<file path="src/rtl/circle_raster.sv">
// Midpoint-circle rasteriser: walks one octant and emits up to four clipped
// horizontal spans per step over a valid/ready pixel stream.
//
// state     | meaning
// IDLE      | waiting for start; latches centre, radius, mode and colour
// SETUP     | x=0, y=rad, d=1-rad, first span
// SPAN_INIT | compute row and clipped endpoints of the current span
// SPAN_RUN  | present pixels until the last one of the span is accepted
// NEXT      | advance to the next of the four spans
// STEP      | midpoint update, loop while x<=y
// DONE      | one-cycle completion pulse
module circle_raster #(
  parameter int WIDTH_BITS   = 10,
  parameter int HEIGHT_BITS  = 9,
  parameter int CHANNEL_BITS = 8,
  parameter int SCREEN_W     = 640,
  parameter int SCREEN_H     = 480
) (
  input  logic                    clk,
  input  logic                    rst,
  input  logic                    start,
  input  logic                    fill,
  input  logic                    abort,
  input  logic [WIDTH_BITS-1:0]   xC,
  input  logic [HEIGHT_BITS-1:0]  yC,
  input  logic [WIDTH_BITS-1:0]   rad,
  input  logic [CHANNEL_BITS-1:0] r_i,
  input  logic [CHANNEL_BITS-1:0] g_i,
  input  logic [CHANNEL_BITS-1:0] b_i,
  input  logic                    pix_ready,
  output logic                    pix_valid,
  output logic [WIDTH_BITS-1:0]   X,
  output logic [HEIGHT_BITS-1:0]  Y,
  output logic [CHANNEL_BITS-1:0] r_o,
  output logic [CHANNEL_BITS-1:0] g_o,
  output logic [CHANNEL_BITS-1:0] b_o,
  output logic                    busy,
  output logic                    done
);

  // One signed width for all coordinate and decision math, wide enough that
  // yC + radius or xC + radius can never wrap before clipping.
  localparam int CW = ((WIDTH_BITS > HEIGHT_BITS) ? WIDTH_BITS : HEIGHT_BITS) + 3;
  localparam logic signed [CW-1:0] ZERO  = '0;
  localparam logic signed [CW-1:0] ONE   = CW'(1);
  localparam logic signed [CW-1:0] THREE = CW'(3);
  localparam logic signed [CW-1:0] FIVE  = CW'(5);
  localparam logic signed [CW-1:0] W_MAX = CW'(SCREEN_W - 1);
  localparam logic signed [CW-1:0] H_MAX = CW'(SCREEN_H - 1);

  typedef enum logic [2:0] {
    IDLE, SETUP, SPAN_INIT, SPAN_RUN, NEXT, STEP, DONE
  } state_t;

  state_t state_q, state_d;

  logic                    fill_q;
  logic [WIDTH_BITS-1:0]   xc_q, rad_q;
  logic [HEIGHT_BITS-1:0]  yc_q;
  logic [CHANNEL_BITS-1:0] r_q, g_q, b_q;
  logic signed [CW-1:0]    x_q, y_q, d_q;
  logic [1:0]              sidx_q;
  logic [WIDTH_BITS-1:0]   cur_q, last_q;
  logic [HEIGHT_BITS-1:0]  row_q;

  logic signed [CW-1:0]    xcs, ycs, rad_s;
  logic signed [CW-1:0]    row_c, half_c, xl_c, xr_c, cl_c, cr_c;
  logic signed [CW-1:0]    x_nx, y_nx, d_nx;
  logic                    left_ok, right_ok, row_ok, empty_c, skip_c;
  logic [WIDTH_BITS-1:0]   first_c, last_c;

  assign xcs   = $signed({{(CW-WIDTH_BITS){1'b0}}, xc_q});
  assign ycs   = $signed({{(CW-HEIGHT_BITS){1'b0}}, yc_q});
  assign rad_s = $signed({{(CW-WIDTH_BITS){1'b0}}, rad_q});

  always_comb begin
    row_c  = ycs + y_q;
    half_c = x_q;
    case (sidx_q)
      2'd1: begin row_c = ycs + x_q; half_c = y_q; end
      2'd2: begin row_c = ycs - x_q; half_c = y_q; end
      2'd3: begin row_c = ycs - y_q; half_c = x_q; end
      default: ;
    endcase
    xl_c     = xcs - half_c;
    xr_c     = xcs + half_c;
    cl_c     = (xl_c < ZERO) ? ZERO : xl_c;
    cr_c     = (xr_c > W_MAX) ? W_MAX : xr_c;
    left_ok  = (xl_c >= ZERO) && (xl_c <= W_MAX);
    right_ok = (xr_c >= ZERO) && (xr_c <= W_MAX);
    row_ok   = (row_c >= ZERO) && (row_c <= H_MAX);
    if (fill_q) begin
      first_c = cl_c[WIDTH_BITS-1:0];
      last_c  = cr_c[WIDTH_BITS-1:0];
      empty_c = cl_c > cr_c;
    end else begin
      // Outline: only on-screen original endpoints; one pixel when only one survives.
      first_c = left_ok  ? xl_c[WIDTH_BITS-1:0] : xr_c[WIDTH_BITS-1:0];
      last_c  = right_ok ? xr_c[WIDTH_BITS-1:0] : xl_c[WIDTH_BITS-1:0];
      empty_c = !left_ok && !right_ok;
    end
    skip_c = !row_ok || empty_c || ((sidx_q == 2'd2) && (x_q == ZERO));
  end

  always_comb begin
    if (d_q < ZERO) begin
      d_nx = d_q + (x_q <<< 1) + THREE;
      y_nx = y_q;
    end else begin
      d_nx = d_q + ((x_q - y_q) <<< 1) + FIVE;
      y_nx = y_q - ONE;
    end
    x_nx = x_q + ONE;
  end

  always_ff @(posedge clk) begin
    if (rst) state_q <= IDLE;
    else     state_q <= state_d;
  end

  always_comb begin
    state_d   = state_q;
    pix_valid = (state_q == SPAN_RUN);
    busy      = (state_q != IDLE) && (state_q != DONE);
    done      = (state_q == DONE);
    case (state_q)
      IDLE:      if (start) state_d = SETUP;
      SETUP:     state_d = SPAN_INIT;
      SPAN_INIT: state_d = skip_c ? NEXT : SPAN_RUN;
      SPAN_RUN:  if (pix_ready && (cur_q == last_q)) state_d = NEXT;
      NEXT: begin
        // A zero radius would repeat the centre in every span, so stop after the first.
        if (rad_q == '0)          state_d = DONE;
        else if (sidx_q == 2'd3)  state_d = STEP;
        else                      state_d = SPAN_INIT;
      end
      STEP:      state_d = (x_nx <= y_nx) ? SPAN_INIT : DONE;
      DONE:      state_d = IDLE;
      default:   state_d = IDLE;
    endcase
    if (abort && (state_q != IDLE)) state_d = IDLE;
  end

  always_ff @(posedge clk) begin
    if (rst) begin
      fill_q <= 1'b0;
      xc_q   <= '0;
      yc_q   <= '0;
      rad_q  <= '0;
      r_q    <= '0;
      g_q    <= '0;
      b_q    <= '0;
      x_q    <= ZERO;
      y_q    <= ZERO;
      d_q    <= ZERO;
      sidx_q <= 2'd0;
      cur_q  <= '0;
      last_q <= '0;
      row_q  <= '0;
    end else begin
      case (state_q)
        IDLE: if (start) begin
          fill_q <= fill;
          xc_q   <= xC;
          yc_q   <= yC;
          rad_q  <= rad;
          r_q    <= r_i;
          g_q    <= g_i;
          b_q    <= b_i;
        end
        SETUP: begin
          x_q    <= ZERO;
          y_q    <= rad_s;
          d_q    <= ONE - rad_s;
          sidx_q <= 2'd0;
        end
        SPAN_INIT: if (!skip_c) begin
          cur_q  <= first_c;
          last_q <= last_c;
          row_q  <= row_c[HEIGHT_BITS-1:0];
        end
        SPAN_RUN: if (pix_ready && (cur_q != last_q)) begin
          cur_q <= fill_q ? cur_q + WIDTH_BITS'(1) : last_q;
        end
        NEXT: sidx_q <= sidx_q + 2'd1;
        STEP: begin
          x_q    <= x_nx;
          y_q    <= y_nx;
          d_q    <= d_nx;
          sidx_q <= 2'd0;
        end
        default: ;
      endcase
    end
  end

  assign X   = cur_q;
  assign Y   = row_q;
  assign r_o = r_q;
  assign g_o = g_q;
  assign b_o = b_q;

endmodule
</file>
<file path="config.mk">
export PLATFORM = sky130hd
export DESIGN_NAME = circle_raster
export DESIGN_NICKNAME = d
export VERILOG_FILES = /design/src/rtl/circle_raster.sv
export SDC_FILE = /design/constraint.sdc
export NUM_CORES = 1
export LEC_CHECK = 0
export ABC_AREA = 1
export CAP_MARGIN = 40
export CORE_MARGIN = 8
export CORE_UTILIZATION = 60
export DETAILED_ROUTE_END_ITERATION = 10
export DONT_BUFFER_PORTS = 1
export MAX_ROUTING_LAYER = met4
export PLACE_DENSITY = 0.79
export SKIP_LAST_GASP = 1
export SYNTH_ARGS = -nofsm -noshare
export SYNTH_HDL_FRONTEND = slang
export SYNTH_SLANG_ARGS = --single-unit
</file>
<file path="constraint.sdc">
create_clock -name clk -period 4.35 [get_ports clk]
set_input_delay 0.6525 -clock clk [delete_from_list [all_inputs] [get_ports clk]]
set_output_delay 0.6525 -clock clk [all_outputs]
set_load 0.05 [all_outputs]
</file>
==> run_results.csv, run 1 <==
group,metric,value,unit
clocking,htree_levels,4,
yosys,synth_area_per_cell,6.47,um2
worst_setup_path,critPathSlowestCell,"fa_2",
clocking,clk_latency,0.43,ns
pwr,peakVddDrop,610,uV
yosys,synth_area,11600,um2
yosys,synthSimpleGateAreaFrac,29.4,%
detailed_routing,vias_per_cell,6.11,
flow_run,cap_violations,0,
pwr,p_leak,6.58,nW
yosys,yosys.area.top_type,"dfxtp_1",
outcome,violations,"negative setup slack",
cells_and_area,diodes,0,
yosys,synth_xor_area_share,5.41,%
clocking,root_buffer,"clkbuf_16",
min_path,hold_path_class,"input pin to flip-flop",
floorplanning,start_util,60.3,%
worst_setup_path,worstSetupPathType,"flip-flop to flip-flop",
yosys,synthArstFlopShare,0,%
sta,worst_slack,-0.280,ns
sta,slew_viol_final,0,
place,place_hpwl,27400,um
cells_and_area,fin_cells,2140,
worst_setup_path,crit_required,4.66,ns
worst_setup_path,arrival,4.94,ns
detailed_routing,drt-initial-drc-count,1075,
sta,period_needed,4.63,ns
worst_setup_path,cp-end-kind,"flip-flop",
detailed_routing,avgRoutedWirePerCell,18.8,um
worst_setup_path,worstPathMaxFanout,7,
global_routing,antenna_found_initial,0,
yosys,synth_common_cells,"nand2_1, a21oi_1, inv_1",
place,routabilityCongestion,1.02,
detailed_routing,drc,0,
yosys,synth_compound_gate_area_share,19.8,%
clocking,cts_hold_buf,0,
global_routing,overflow,0,
detailed_routing,drtPass1Iterations,7,
worst_setup_path,cpMostUsedCell,"nand2_1",
yosys,synth_nets,1973,
yosys,synth_edf_count,0,
yosys,ys_seq_area_share,22.0,%
cells_and_area,nets,2046,
sta,clock_skew,0.0101,ns
sta,slew_headroom,40.0,%
yosys,muxShareOfSynthArea,0.0973,%
sta,period_share,106,%
yosys,yosysWarnings,0,
sta,worst_pin_slew,0.895,ns
sta,rsz0062_at_grt,"true",
pwr,power.density,690,nW/um2
detailed_routing,ant_nets,0,
floorplanning,die_x,155,um
yosys,synth_seq_cells,127,
global_routing,grt_start_max_net_pins,99,
outcome,status,"complete, but fails checks",
yosys,synth_ff_type,"dfxtp_1",
floorplanning,dieArea,24000,um2
cells_and_area,syn_to_final_growth,21.4,%
sta,timing.fmax,216,MHz
place,port_buffers,0,
global_routing,grt_pass1_wl,60500,um
worst_setup_path,critical_path.max_stage_delay,0.39,ns
floorplanning,chipHeight,155,um
floorplanning,coreArea,19200,um2
clocking,cts.sinks,127,
place,placedCellCount,2063,
clocking,clk_path_buf_depth,2,
cells_and_area,drive_gt1_share,19.8,%
yosys,yosys.area.top_type_share,22.0,%
clocking,cts_tree,"built",
pwr,total_power,0.00969,W
yosys,synth_top_family_by_area,"simple AND/OR/NAND/NOR gates",
yosys,syn_inst,1789,
detailed_routing,vias,13100,
yosys,synthTopCellsByArea,"dfxtp_1, nand2_1, ha_1, a21oi_1, inv_1",
yosys,yosysUniqueCellTypes,61,
clocking,clk_pin_slew,0.07,ns
yosys,yosysMostFrequentCell,"nand2_1",
global_routing,grt_pass1_vias,12000,
yosys,synth_fa_ha_area_share,13.9,%
detailed_routing,wirelength,40300,um
global_routing,grt_util_all_layers,31.7,%
sta,hold_viol,0,
clocking,numCtsBuffers,17,
sta,setup_viol,32,
floorplanning,row_count,51,
floorplanning,pin_count,105,
worst_setup_path,critPathLaunchType,"flip-flop",
report_power, final:
part | internal [W] | switching [W] | leakage, nW | total, W
clock network | 0.000749 | 0.000648 | 0.259 | 0.00140
logic | 0.00248 | 0.00406 | 5.29 | 0.00654
registers | 0.00136 | 0.000387 | 1.04 | 0.00175
state kept, by name (all words and copies together) (netlist names), 8 cells and up:
| name | count |
|---|---|
| X | 10 |
| Y | 9 |
| b_o | 8 |
| d_q | 13 |
| g_o | 8 |
| last_q | 10 |
| r_o | 8 |
| rad_q | 10 |
| x_q | 13 |
| xc_q | 10 |
| y_q | 13 |
| yc_q | 9 |
cells in the final DEF (no fill, tap or decap), types with 13 or more instances in the layout:
master	synthesis	layout
nand4_1	15	15
inv_2	12	18
a21oi_1	189	178
a21oi_2	10	20
ha_1	119	101
o21ai_0	102	93
nor3_1	19	13
inv_1	184	175
nor2_1	135	123
o211ai_1	20	20
xnor2_1	16	16
dfxtp_1	127	123
nand2_1	426	383
ha_4	0	17
nand3_1	136	122
or2_2	18	16
nand3_2	3	16
nand2_2	5	39
buf_4	2	119
nor2_2	5	13
clkbuf_16	0	18
xor2_1	48	47
kinds of logic after synthesis:
| group | count (synthesis) |
|---|---|
| buffers and inverters | 281 |
| xor gates and xnor gates | 68 |
| and+or+nand+nor | 787 |
| DFF | 127 |
| AOI/OAI and AO/OA | 400 |
| adders and majority gates | 125 |
| muxes | 1 |
worst max-delay path, delay by kind of cell, from the launching register on:
family / cells / cell delay [ns]
AOI/OAI and AO/OA: 3 / 0.32
DFF: 1 / 0.34
buffers and inverters: 6 / 0.69
and+or+nand+nor: 23 / 2.05
adders and majority gates: 4 / 1.10
metal layers:
| layer | track usage [%] | routed length, um | share of wire, % | up-vias |
|---|---|---|---|---|
| met5 | - | 0 | 0 | - |
| met4 | 20.8 | 3000 | 7.5 | 0 |
| met3 | 4.38 | 3060 | 7.6 | 231 |
| met2 | 52.9 | 19500 | 48 | 736 |
| met1 | 35.3 | 14700 | 36 | 6015 |
| li1 | - | - | - | 6091 |
worst paths after layout:
path	startpoint	endpoint	slack (ns)	cells after the start
setup / recovery	sidx_q[1]	Y[2]	-0.28	36
hold / removal	rst	X[1]	0.29	1
setup reg to reg	sidx_q[1]	Y[2]	-0.28	36
hold reg to reg	yc_q[3]	yc_q[3]	0.47	2
cell type report:
cell class	instances	area, um2
clock buffer	18	429
clock inverter	14	123
fill	1483	5150
inverter	198	751
multi-input combinational	1381	8690
sequential	127	2550
tap	265	332
timing repair buffer	137	1180
repair_timing:
| item | in CTS | in global routing |
|---|---|---|
| buffers inserted | 20 | 22 |
| endpoints found under the setup margin | 31 | 34 |
| hold endpoints to repair | 0 | 0 |
| resized for setup | 57 | 126 |
| gates cloned | 2 | 1 |
| pin swaps | 2 | 65 |
through the flow:
step	util [%]	setup WS [ns]	area, um2	TNS [ns]	hold WS, ns
floorplan	-	0.0215	11700	0	0.435
global placement	64.0	0.0146	12300	0	0.452
detailed placement	64.1	-0.126	12300	-2.82	0.459
CTS	69.3	-0.0418	13300	-0.113	0.281
global route	73.2	-0.458	14100	-12.32	0.278
finish	73.2	-0.280	14100	-6.87	0.290
(Power assumes the default switching activity.)
==> run 2, diff against run 1 <==
--- a/config.mk
+++ b/config.mk
@@ -11,6 +11,7 @@
 export CORE_UTILIZATION = 60
 export DETAILED_ROUTE_END_ITERATION = 10
 export DONT_BUFFER_PORTS = 1
+export GPL_TIMING_DRIVEN = 0
 export MAX_ROUTING_LAYER = met4
 export PLACE_DENSITY = 0.79
 export SKIP_LAST_GASP = 1
==> constraint.sdc (replaced) <==
create_clock -name clk -period 4.35 [get_ports clk]
set_input_delay 0.87 -clock clk [delete_from_list [all_inputs] [get_ports clk]]
set_output_delay 0.87 -clock clk [all_outputs]
set_load 0.05 [all_outputs]
==> run 2 against run 1 <==
Against the previous run:
- the run still ends with negative setup slack left
- critical endpoint unchanged
- worst hold slack better by 0.18 ns
- register-to-register slack gained 0.02 ns
- maximum frequency is 0.52% higher
- combinational power is 3% lower
- utilization shrank 1.8 points
- flip-flop and latch count did not move
- critical path depth down 6
- global-route usage is 1.9 points higher
- via count shrank 2.3%
- die area did not move
- non-clock buffer count grew 2
==> run_results.csv, run 2 (synthesis gave the netlist of run 1 again) <==
group,metric,value,unit
floorplanning,dieArea,24000,um2
worst_setup_path,critical_path.max_stage_delay,0.35,ns
outcome,violations,"negative setup slack",
clocking,cts_tree,"built",
cells_and_area,reg.largest.list,"d_q x13, x_q x13, y_q x13",
detailed_routing,vias_per_cell,5.96,
min_path,hold_path_class,"flip-flop to flip-flop",
cells_and_area,fill_cells,1597,
sta,hold_viol,0,
pwr,power.density,704,nW/um2
clocking,numCtsBuffers,17,
floorplanning,die_x,155,um
global_routing,grt_pass1_vias,11900,
global_routing,grt_pass1_wl,62300,um
cells_and_area,nets,2049,
worst_setup_path,startpoint,"sidx_q[1]",
worst_setup_path,reg2reg_slack,-0.26,ns
sta,period_share,106,%
cells_and_area,finalInstanceArea,13700,um2
global_routing,grt_start_max_net_pins,17,
cells_and_area,diodes,0,
cells_and_area,drive_gt1_share,15.9,%
cells_and_area,multi_input_area,8560,um2
worst_setup_path,cp-end-kind,"flip-flop",
sta,clock_skew,0.0111,ns
floorplanning,chipHeight,155,um
worst_setup_path,r2r_start,"sidx_q[1]",
global_routing,overflow,0,
place,placedCellCount,2057,
clocking,clk_latency,0.43,ns
cells_and_area,syn_to_final_growth,18.4,%
clocking,root_buffer,"clkbuf_16",
sta,timing.fmax,217,MHz
cells_and_area,fin_cells,2142,
place,routabilityCongestion,0.998,
floorplanning,pin_count,105,
detailed_routing,drtPass1Iterations,6,
sta,period_needed,4.61,ns
worst_setup_path,worstSetupPathType,"flip-flop to flip-flop",
worst_setup_path,critPathSlowestCell,"dfxtp_2",
worst_setup_path,cpMostUsedCell,"buf_4",
clocking,cts.sinks,127,
global_routing,antenna_found_initial,0,
cells_and_area,layout_common_cells,"nand2_1, inv_1, a21oi_1",
worst_setup_path,critPathLaunchType,"flip-flop",
sta,worst_pin_slew,0.866,ns
clocking,clk_path_buf_depth,2,
worst_setup_path,r2r_end,"Y[2]",
sta,setup_viol,32,
place,placed_cell_area,12000,um2
worst_setup_path,arrival,4.89,ns
detailed_routing,vias,12800,
clocking,clk_pin_slew,0.06,ns
worst_setup_path,endpoint,"Y[2]",
place,port_buffers,0,
detailed_routing,drc,0,
sta,slew_headroom,42.2,%
worst_setup_path,worstPathMaxFanout,7,
detailed_routing,wirelength,41200,um
sta,worst_slack,-0.256,ns
cells_and_area,layout_commonest_cell,"nand2_1",
sta,slew_viol_final,0,
worst_setup_path,r2r_cells,30,
place,place_hpwl,30300,um
clocking,cts_hold_buf,0,
sta,rsz0062_at_grt,"true",
cells_and_area,seq_area,2550,um2
pwr,p_leak,6.28,nW
detailed_routing,ant_nets,0,
floorplanning,row_count,51,
global_routing,grt_util_all_layers,33.6,%
detailed_routing,drt-initial-drc-count,968,
floorplanning,coreArea,19200,um2
pwr,peakVddDrop,507,uV
floorplanning,start_util,60.3,%
worst_setup_path,crit_required,4.63,ns
detailed_routing,avgRoutedWirePerCell,19.2,um
outcome,status,"complete, but fails checks",
clocking,htree_levels,4,
flow_run,cap_violations,0,
## run 2: how the worst min path moves through the flow
stage,start,endpoint,slack [ns],cells past startpoint
2_1_floorplan,yc_q[0],yc_q[0],0.44,2
6_report,yc_q[0],yc_q[0],0.47,2
4_1_cts,yc_q[0],yc_q[0],0.46,2
3_5_place_dp,yc_q[0],yc_q[0],0.45,2
3_3_place_gp,yc_q[0],yc_q[0],0.45,2
5_1_grt,yc_q[2],yc_q[2],0.49,2
## run 2: metal layers
layer	up-vias	wire, um	track usage, %
li1	6110	-	-
met1	5907	16000	37.7
met2	579	19800	56.8
met3	178	2650	4.49
met4	0	2690	19.6
met5	-	0	-
## run 2: area by class of cell
type,count,share of cell area [%]
clock buffer,17,3.11
inverter,198,5.47
multi-input combinational,1382,62.5
timing repair buffer,61,3.65
tap,265,2.42
sequential,127,18.6
clock inverter,14,1.34
buffer,78,2.88
## run 2: per-stage QoR
| stage | power [W] | hold WS (ns) | setup TNS, ns | setup WS (ns) | util [%] |
|---|---|---|---|---|---|
| floorplan | 0.00600 | 0.435 | 0 | 0.0215 | - |
| global placement | 0.00735 | 0.446 | -20.87 | -0.691 | 62.4 |
| detailed placement | 0.00745 | 0.454 | -23.10 | -0.756 | 62.6 |
| CTS | 0.00931 | 0.464 | -1.07 | -0.0521 | 69.8 |
| global route | 0.0104 | 0.488 | -16.13 | -0.552 | 71.3 |
| finish | 0.00965 | 0.466 | -6.53 | -0.256 | 71.3 |
## run 2: where the power goes
part	switching, W	total [W]	leakage [nW]	internal, W
Clock	0.000628	0.00154	0.296	0.000911
Sequential	0.000392	0.00176	1.04	0.00136
Combinational	0.00413	0.00635	4.94	0.00222
## run 2: repair_timing
| item | 4_1_cts | 5_1_grt |
|---|---|---|
| endpoints found under the setup margin | 34 | 34 |
| pin swaps | 40 | 28 |
| gates resized for setup | 98 | 57 |
| buffers inserted | 42 | 8 |
| gates cloned | 8 | 0 |
## run 2: worst max-delay path, delay by kind of cell (launching register included)
family | cells | cell delay (ns)
and+or+nand+nor | 14 | 1.69
DFF | 1 | 0.35
buffers and inverters | 11 | 1.41
AOI/OAI and AO/OA | 2 | 0.15
adders and majority gates | 3 | 0.86
